[config.mk]
export PLATFORM = sky130hd
export DESIGN_NAME = float_issue_ctl
export DESIGN_NICKNAME = d
export VERILOG_FILES = /design/src/rtl/float_issue_ctl.sv
export SDC_FILE = /design/constraint.sdc
export NUM_CORES = 1
export LEC_CHECK = 0
export ABC_AREA = 1
export CORE_MARGIN = 2
export CORE_UTILIZATION = 36
export CTS_BUF_LIST = sky130_fd_sc_hd__clkbuf_16
export CTS_CLUSTER_SIZE = 25
export DETAILED_ROUTE_END_ITERATION = 8
export PLACE_DENSITY = 0.72
export SLEW_MARGIN = 20
export SYNTH_ARGS = -nofsm -noshare
export SYNTH_HDL_FRONTEND = slang
export SYNTH_SLANG_ARGS = --single-unit
[constraint.sdc]
create_clock -name clk -period 3.3 [get_ports clk]
set_input_delay 0.66 -clock clk [delete_from_list [all_inputs] [get_ports clk]]
set_output_delay 0.66 -clock clk [all_outputs]
set_load 0.02 [all_outputs]
[src/rtl/float_issue_ctl.sv]
// Float datapath issue controller: holds one op on the shared float units for an
// op-dependent latency, then hands the captured result off. Optional: FLOAT_ZERO_SHORTCUT_EN.
module float_issue_ctl #(
  parameter int unsigned LAT_ADDF = 2,
  parameter int unsigned LAT_MULF = 3,
  parameter int unsigned LAT_INVF = 2,
  parameter int unsigned LAT_CVT  = 1
) (
  input  logic        clk,
  input  logic        rst,
  input  logic        req_valid,
  output logic        req_ready,
  input  logic [3:0]  req_op,
  input  logic [15:0] req_a,
  input  logic [15:0] req_b,
  input  logic [5:0]  req_dst,
  output logic [3:0]  fu_op,
  output logic [15:0] fu_a,
  output logic [15:0] fu_b,
  input  logic [15:0] fu_result,
  output logic        res_valid,
  input  logic        res_ready,
  output logic [15:0] res_data,
  output logic [5:0]  res_dst,
  output logic        busy,
  output logic [5:0]  busy_dst,
  output logic        illegal
);

  localparam logic [3:0] OP_ADDF = 4'hB;
  localparam logic [3:0] OP_F2I  = 4'hC;
  localparam logic [3:0] OP_I2F  = 4'hD;
  localparam logic [3:0] OP_INVF = 4'hE;
  localparam logic [3:0] OP_MULF = 4'hF;

  typedef enum logic [1:0] {IDLE, EXEC, DONE} state_t;

  state_t      state, state_nxt;
  logic [2:0]  cnt;
  logic [2:0]  lat_m1;
  logic        accept;
  logic        op_legal;

  assign req_ready = (state == IDLE);
  assign res_valid = (state == DONE);
  assign busy      = (state != IDLE);
  assign accept    = req_valid && req_ready;
  assign op_legal  = (req_op >= OP_ADDF);

  always_comb begin
    lat_m1 = '0;
    case (req_op)
      OP_ADDF:         lat_m1 = 3'(LAT_ADDF - 1);
      OP_MULF:         lat_m1 = 3'(LAT_MULF - 1);
      OP_INVF:         lat_m1 = 3'(LAT_INVF - 1);
      OP_F2I, OP_I2F:  lat_m1 = 3'(LAT_CVT - 1);
      default:         lat_m1 = '0;
    endcase
`ifdef FLOAT_ZERO_SHORTCUT_EN
    // A zero operand makes ADDF/MULF trivial, so the result is ready after one cycle.
    if ((req_op == OP_ADDF || req_op == OP_MULF) && (req_a == '0 || req_b == '0))
      lat_m1 = '0;
`endif
  end

  always_ff @(posedge clk) begin
    if (rst) state <= IDLE;
    else     state <= state_nxt;
  end

  always_comb begin
    state_nxt = state;
    case (state)
      IDLE:    if (accept && op_legal) state_nxt = EXEC;
      EXEC:    if (cnt == '0)          state_nxt = DONE;
      DONE:    if (res_ready)          state_nxt = IDLE;
      default: state_nxt = IDLE;
    endcase
  end

  always_ff @(posedge clk) begin
    if (rst) begin
      fu_op    <= '0;
      fu_a     <= '0;
      fu_b     <= '0;
      busy_dst <= '0;
      cnt      <= '0;
      res_data <= '0;
      res_dst  <= '0;
      illegal  <= 1'b0;
    end else begin
      illegal <= accept && !op_legal;
      case (state)
        IDLE: begin
          if (accept && op_legal) begin
            fu_op    <= req_op;
            fu_a     <= req_a;
            fu_b     <= req_b;
            busy_dst <= req_dst;
            cnt      <= lat_m1;
          end
        end
        EXEC: begin
          if (cnt != '0) begin
            cnt <= cnt - 3'd1;
          end else begin
            res_data <= fu_result;
            res_dst  <= busy_dst;
          end
        end
        DONE: begin
          if (res_ready) begin
            fu_op    <= '0;
            fu_a     <= '0;
            fu_b     <= '0;
            busy_dst <= '0;
          end
        end
        default: ;
      endcase
    end
  end

endmodule

Word-level counts from Yosys, hierarchy flattened
Index checks and enable logic that the tools add are counted.
Word-level totals
  output and inout port bits: 68
  bits in registers: 70
Cells by class
  reductions and logical operators: 15
  multiplexer cells: 19
  add/sub/neg operators: 1
  bitwise gates (word level): 1
  equality and inequality tests: 9
  $lt $le $gt $ge: 1
Operators with widths (number)
  case mux 16 bit (2 select lines): 2
  two-way mux 16 bit: 3
  equality test 4 bit, second input constant: 3
  two-way mux 6 bit: 2
  case mux 6 bit (2 select lines): 1
  AND reduction 3 bit: 3
  two-way mux 4 bit: 2
  case mux 4 bit (2 select lines): 1
  two-way mux 2 bit: 3
  two-way mux 3 bit: 2
  case mux 2 bit (3 select lines): 1
  case mux 3 bit (2 select lines): 1
  nonzero test 2 bit: 3
  >= comparator 4 bit, second input constant: 1
  != test 2 x 1 -> 1 bit, second input constant: 2
  != test 2 bit, second input constant: 2
  case mux 2 bit (2 select lines): 1
  logical AND 1 bit: 3
  logical NOT 3 bit: 1
  nonzero test 3 bit: 1
  subtractor 3 x 1 -> 3 bit, second input constant: 1
  equality test 2 x 1 -> 1 bit, second input constant: 1
  equality test 2 bit, second input constant: 1
  logical NOT 2 bit: 1
  4 further kinds: 4

Longest topological paths before layout
Gate-level depths: netlist (run 1).
  depth in word-level cells: 5
  mapped depth: 9

Least setup slack after synthesis (run 1)
OpenSTA, ideal clock, no wires.
  path kind: input to register
  start: input port req_op[1]
  end: register busy_dst[5]
  stages on the path: 7
  setup time: 0.132 ns
  arrival: 1.310 ns
  path buffers: 2
  data required time: 3.168 ns
  slack: 1.858 ns
  cells stage by stage: nand2_1 a21boi_2 nand2_2 buf_6 buf_6 nand3_1 a21oi_1
Between the ends
  cells in the longest elaborated chain, start to end: 4
RTL lines
  from (decl): line 13  | input logic [3:0] req_op,
  >= comparator 4 bit: line 48  | assign op_legal = (req_op >= OP_ADDF);
  logical AND 1 bit: line 95  | if (accept && op_legal) begin
  != test 2 x 1 -> 1 bit (no source line)
  AND reduction 3 bit (no source line)
  to (signal assigned): line 99  | busy_dst <= req_dst;
  to (decl): line 26  | output logic [5:0] busy_dst,
No other way between the ends.
A chain may end at the register's enable or synchronous reset.

Worst setup path after layout (run 1)
  start: register cnt[0]
  end: register res_dst[5]
Between the ends
  cells in the longest elaborated chain, start to end: 3
RTL lines
  from (decl): line 39  | logic [2:0] cnt;
  from (signal assigned): line 100  | cnt <= lat_m1;
  from (signal assigned): line 105  | cnt <= cnt - 3'd1;
  nonzero test 3 bit: line 104  | if (cnt != '0) begin
  NOT 1 bit (no source line)
  AND reduction 2 bit (no source line)
  to (signal assigned): line 108  | res_dst <= busy_dst;
  to (decl): line 24  | output logic [5:0] res_dst,
No other way between the ends.

==> results.py, run 1 <==
metrics = {
    "placement": {
        "io_buffers": 129,
        "gp_congestion": 0.742,
        "dpl_worst_slack_ns": 0.897,
        "hpwl_um": 5170,
    },
    "sta": {
        "rsz0062_at_grt": "false",
        "max_freq_mhz": 449,
        "finalCritPeriodShare_pct": 67.5,
        "hold_viol_final": 0,
        "skew_ns": 0.00469,
        "fin_setup_tns_ns": 0,
        "tightest_slew_ns": 0.767,
        "slew_headroom_pct": 48.8,
        "setup_ws_ns": 1.07,
        "slew_violations": 0,
        "fin_crit_ns": 2.23,
        "finalSetupViolations": 0,
    },
    "floorplanning": {
        "pin_count": 130,
        "dieHeight_um": 90.3,
        "dieArea_sq_mm": 0.00816,
        "std_cell_rows": 31,
        "core-area_sq_mm": 0.00725,
        "initial_utilization_pct": 37.0,
        "chipWidth_um": 90.3,
    },
    "power_and_ir_drop": {
        "peakVddDrop_v": 0.000281,
        "powerDensity_mw_per_mm2": 533,
        "p_leak_nw": 1.65,
    },
    "synth": {
        "synth_cell_type_count": 20,
        "ys_seq_elements": 70,
        "syn-instance-count": 342,
        "synth_top_cell_by_area": "dfxtp_1",
        "syn_nets": 406,
        "ys_seq_area_share_pct": 52.2,
        "synthTopCellsByArea": "dfxtp_1 52%, a21oi_1 8.2%, nand3_1 8.2%",
        "netlist.area_leader.share_pct": 52.2,
        "synth_area_sq_mm": 0.00268,
        "avgSynthCellArea_sq_um": 7.85,
        "yosys_warnings": 0,
    },
    "clock_tree": {
        "cts-root-buf": "clkbuf_16",
        "post_cts_buffers": 0,
        "clock_latency_ns": 0.32,
        "clockBufferDepth": 2,
        "post_cts_resized": 0,
        "cts_hold_buf": 0,
        "cts_tree": "yes",
        "htreeDepth": 3,
        "cts.clk_slew.worst_paths_ns": 0.06,
        "cts_buffers": 9,
        "cts.sinks": 70,
    },
    "global_routing": {
        "grt_pass1_wl_um": 12700,
        "overflow": 0,
        "antenna_found_initial": 0,
        "first_global_vias": 2650,
        "grt_use_total_pct": 19.0,
        "grt_max_degree": 47,
    },
    "critical_path": {
        "arrival_ns": 2.44,
        "cp-start-kind": "flip-flop",
        "cp_max_fo": 23,
        "r2r_slack_ns": 1.07,
        "crit_path_end_kind": "flip-flop",
        "cp.required_ns": 3.51,
        "critical_path_class": "flip-flop to flip-flop",
    },
    "drt": {
        "dr.first_iter.drc_count": 138,
        "firstDrtPassIters": 4,
        "wl_per_cell_um": 13.7,
        "routed_wl_um": 7760,
        "ant_nets": 0,
        "route.detailed.drc": 0,
        "dr_total_vias": 2713,
        "viasPerCell": 4.80,
    },
    "worst_hold_path": {
        "min_path_type": "flip-flop to flip-flop",
    },
    "run": {
        "cap_violations": 0,
    },
    "final_layout": {
        "multi_input_area_sq_mm": 0.00107,
        "area_growth_pct": 60.4,
        "drive_gt1_share_pct": 5.58,
        "nNetsFinal": 525,
        "regArea_sq_mm": 0.00140,
        "antenna_cells": 0,
        "n_fill_cell": 676,
    },
    "outcome": {
        "outcome": "complete, no violations",
    },
}
## cell type report
cell class,instances,share of cell area [%]
clock buffers,9,5.23
multi-input cells,232,24.8
well taps,99,2.88
repair buffers,132,30.5
flip-flops and latches,70,32.5
inverters,16,1.39
clock inverters,7,2.62
## through the flow
step                instance area (sq um)  util, %  hold slack [ns]  std cells  total power, mW
floorplan                            2680        -            0.455        342             1.07
global route                         4310     59.4            0.507        565             2.39
finish                               4310     59.4            0.478        565             2.30
detailed placement                   3970     54.7            0.472        549             1.23
global placement                     3970     54.7            0.467        549             1.23
CTS                                  4310     59.4            0.482        565             2.32
## power by group
part / internal [mW] / switching, mW / total, mW
combinational: 0.158 / 0.152 / 0.310
sequential: 0.884 / 0.0213 / 0.905
clock: 0.732 / 0.349 / 1.08
## synth_stat cells
master,n
nand2_1,57
nand4_1,1
o21ai_0,23
clkbuf_1,6
nand3_1,44
a21oi_1,44
dfxtp_1,70
nor3_4,1
o21ai_1,1
buf_6,5
inv_2,3
ha_1,2
xnor2_1,1
a21boi_2,1
nand2_2,4
nor2_1,52
inv_1,13
buf_2,9
buf_4,4
nor4_1,1
## worst max-delay path, cell delays in order (launching register included)
cell and delay (ns):
dfxtp_1 0.33, inv_1 0.08, ha_1 0.14, inv_1 0.07, nor3_4 0.61, inv_1 0.57, nor2_1 0.24, nor2_1 0.07
## path summary, 6_finish.rpt
| check | startpoint | end | depth (start not counted) |
|---|---|---|---|
| max | cnt[0] | res_dst[5] | 7 |
| min | fu_a[15] | fu_a[15] | 2 |
| max reg2reg | cnt[0] | res_dst[5] | 7 |
| min reg2reg | fu_a[15] | fu_a[15] | 2 |
## registers in the layout (all words and copies together) (netlist names)
signal,cells
busy_dst,6
cnt,3
fu_a,16
fu_b,16
fu_op,4
illegal,1
res_data,16
res_dst,6
state,2
## per-layer routing
metal | part of all wire (%) | GRT usage [%] | routed length [um]
met4 | 2.0 | 7.82 | 153
met1 | 45 | 23.8 | 3500
met2 | 46 | 30.7 | 3550
met3 | 7.2 | 5.51 | 557
met5 | 0 | 0 | 0
## kinds of logic after synthesis
group,Yosys count,synth area share (%)
xor gates and xnor gates,1,0.326
DFF,70,52.2
adders and majority gates,2,0.932
buffers and inverters,40,7.97
and+or+nand+nor,160,25.5
AOI/OAI and AO/OA,69,13.1
## placed cells by master (no fill, tap or decap)
cell type        synthesis  layout
a21boi_2                 1       1
a21oi_1                 44      44
buf_4                    4       3
bufinv_16                0       3
clkbuf_16                0       9
clkdlybuf4s50_1          0     129
clkinv_1                 0       2
clkinvlp_4               0       2
dfxtp_1                 70      70
ha_1                     2       2
inv_1                   13      13
inv_2                    3       3
nand2_1                 57      57
nand2_2                  4       4
nand3_1                 44      44
nand4_1                  1       1
nor2_1                  52      52
nor3_4                   1       1
nor4_1                   1       1
o21ai_0                 23      23
o21ai_1                  1       1
xnor2_1                  1       1
No activity file was read; power rests on OpenSTA's default activity.
==> run 2: changes to the inputs <==
PLACE_DENSITY = 0.75   (was 0.72)
clock period = 1.87 ns   (was 3.3 ns; I/O delays follow)
==> run 2 against run 1 <==
Combinational power rose by 81%. Setup slack got worse by 1.0 ns. Clock skew rose by 0.0040 ns. Utilization rose by 0.62 points. First-iteration DRC count rose by 0.72%. Sequential share of layout area fell by 0.34 points. Critical path depth fell by 3. Die area did not move. Non-clock buffer count rose by 10. Largest cell class unchanged. Highest routed layer unchanged.
==> results.py, run 2 (same netlist as run 1, synthesis figures left out) <==
metrics = {
    "outcome": {
        "outcome": "complete, no violations",
    },
    "sta": {
        "slew_headroom_pct": 60.8,
        "finalSetupViolations": 0,
        "skew_ns": 0.00871,
        "rsz0062_at_grt": "false",
        "whs_ns": 0.478,
        "tightest_slew_ns": 0.588,
        "max_freq_mhz": 555,
        "slew_violations": 0,
        "finalCritPeriodShare_pct": 96.4,
        "fin_crit_ns": 1.80,
        "hold_viol_final": 0,
        "fin_setup_tns_ns": 0,
    },
    "clock_tree": {
        "cts-root-buf": "clkbuf_16",
        "post_cts_buffers": 0,
        "cts_hold_buf": 0,
        "htreeDepth": 3,
        "cts_tree": "yes",
        "clock_latency_ns": 0.32,
        "cts_buffers": 9,
        "clockBufferDepth": 2,
        "cts.sinks": 70,
        "cts.clk_slew.worst_paths_ns": 0.05,
    },
    "floorplanning": {
        "initial_utilization_pct": 37.0,
        "pin_count": 130,
        "core-area_sq_mm": 0.00725,
        "dieArea_sq_mm": 0.00816,
        "dieHeight_um": 90.3,
        "std_cell_rows": 31,
        "chipWidth_um": 90.3,
    },
    "drt": {
        "wl_per_cell_um": 13.3,
        "firstDrtPassIters": 4,
        "route.detailed.drc": 0,
        "viasPerCell": 4.75,
        "ant_nets": 0,
        "dr_total_vias": 2733,
        "routed_wl_um": 7640,
        "dr.first_iter.drc_count": 139,
    },
    "global_routing": {
        "antenna_found_initial": 0,
        "grt_pass1_wl_um": 12800,
        "first_global_vias": 2680,
        "grt_max_degree": 40,
        "overflow": 0,
        "grt_use_total_pct": 19.2,
    },
    "critical_path": {
        "startpoint": "state[1]",
        "r2r-start": "state[0]",
        "cp_max_fo": 4,
        "cp.required_ns": 1.50,
        "cp-endpoint": "req_ready",
        "cp-start-kind": "flip-flop",
        "crit_path_end_kind": "output pin",
        "r2r_cells": 9,
        "r2r_slack_ns": 0.51,
        "arrival_ns": 1.43,
        "r2r-end": "cnt[0]",
        "critical_path_class": "flip-flop to output pin",
    },
    "final_layout": {
        "layout_commonest_cell": "clkdlybuf4s50_1",
        "mostFrequentLayoutCells": "126 x clkdlybuf4s50_1, 70 x dfxtp_1, 57 x nand2_1",
        "final_cells": 575,
        "nNetsFinal": 535,
        "antenna_cells": 0,
        "top_regs": "fu_a x16, fu_b x16, res_data x16",
        "final_cell_area_sq_mm": 0.00435,
        "area_growth_pct": 62.1,
        "drive_gt1_share_pct": 7.98,
    },
    "placement": {
        "placed_area_sq_mm": 0.00405,
        "gp_congestion": 0.790,
        "io_buffers": 129,
        "place_inst": 559,
        "hpwl_um": 5480,
    },
    "worst_hold_path": {
        "hold_depth": 2,
        "min_path_type": "flip-flop to flip-flop",
    },
    "power_and_ir_drop": {
        "powerDensity_mw_per_mm2": 880,
        "p_leak_nw": 1.70,
        "peakVddDrop_v": 0.000526,
    },
    "run": {
        "cap_violations": 0,
    },
}
-- run 2: worst min path at each step --
| stage | start | end | slack (ns) |
|---|---|---|---|
| floorplan | cnt[1] | cnt[1] | 0.45 |
| global placement | fu_b[2] | fu_b[2] | 0.47 |
| detailed placement | fu_b[0] | fu_b[0] | 0.47 |
| CTS | fu_b[0] | fu_b[0] | 0.48 |
| global route | fu_a[1] | fu_a[1] | 0.50 |
| finish | fu_op[0] | fu_op[0] | 0.48 |
-- run 2: critical path, cell delays in order, from the launching register on --
cell             delay, ns
dfxtp_1               0.30
inv_2                 0.07
nand2_2               0.09
inv_1                 0.06
clkdlybuf4s50_1       0.59
-- run 2: routing by layer --
metal / wire length (um) / up-vias / track usage, %
li1: - / 1376 / -
met1: 3430 / 1257 / 25.0
met2: 3620 / 96 / 31.0
met3: 523 / 4 / 5.51
met4: 60 / 0 / 5.77
met5: 0 / - / 0
-- run 2: per-stage QoR --
stage | power (mW) | setup WS, ns | util (%)
6_report | 3.83 | 0.0680 | 60.0
3_3_place_gp | 2.18 | 0.114 | 55.8
2_1_floorplan | 1.89 | 0.524 | -
4_1_cts | 3.88 | 0.0346 | 59.9
5_1_grt | 4.01 | 0.0197 | 60.0
3_5_place_dp | 2.19 | 0.0289 | 55.8
-- run 2: cell type report --
| class | instances | area [sq um] |
|---|---|---|
| clock buffer | 9 | 225 |
| sequential | 70 | 1400 |
| inverter | 16 | 60.1 |
| clock inverter | 7 | 73.8 |
| timing repair buffer | 142 | 1400 |
| fill | 650 | 2900 |
| multi-input combinational | 232 | 1070 |
| tap | 99 | 124 |
-- run 2: power breakdown --
group | internal, mW | total (mW) | switching (mW)
sequential | 1.56 | 1.60 | 0.0366
combinational | 0.291 | 0.562 | 0.271
clock | 1.03 | 1.67 | 0.637
total | 2.88 | 3.83 | 0.944
-- run 2: repair_timing --
item                                    in CTS  in global routing
pin swaps                                    0                  0
gates resized for setup                      1                  1
endpoints found under the setup margin       1                  1
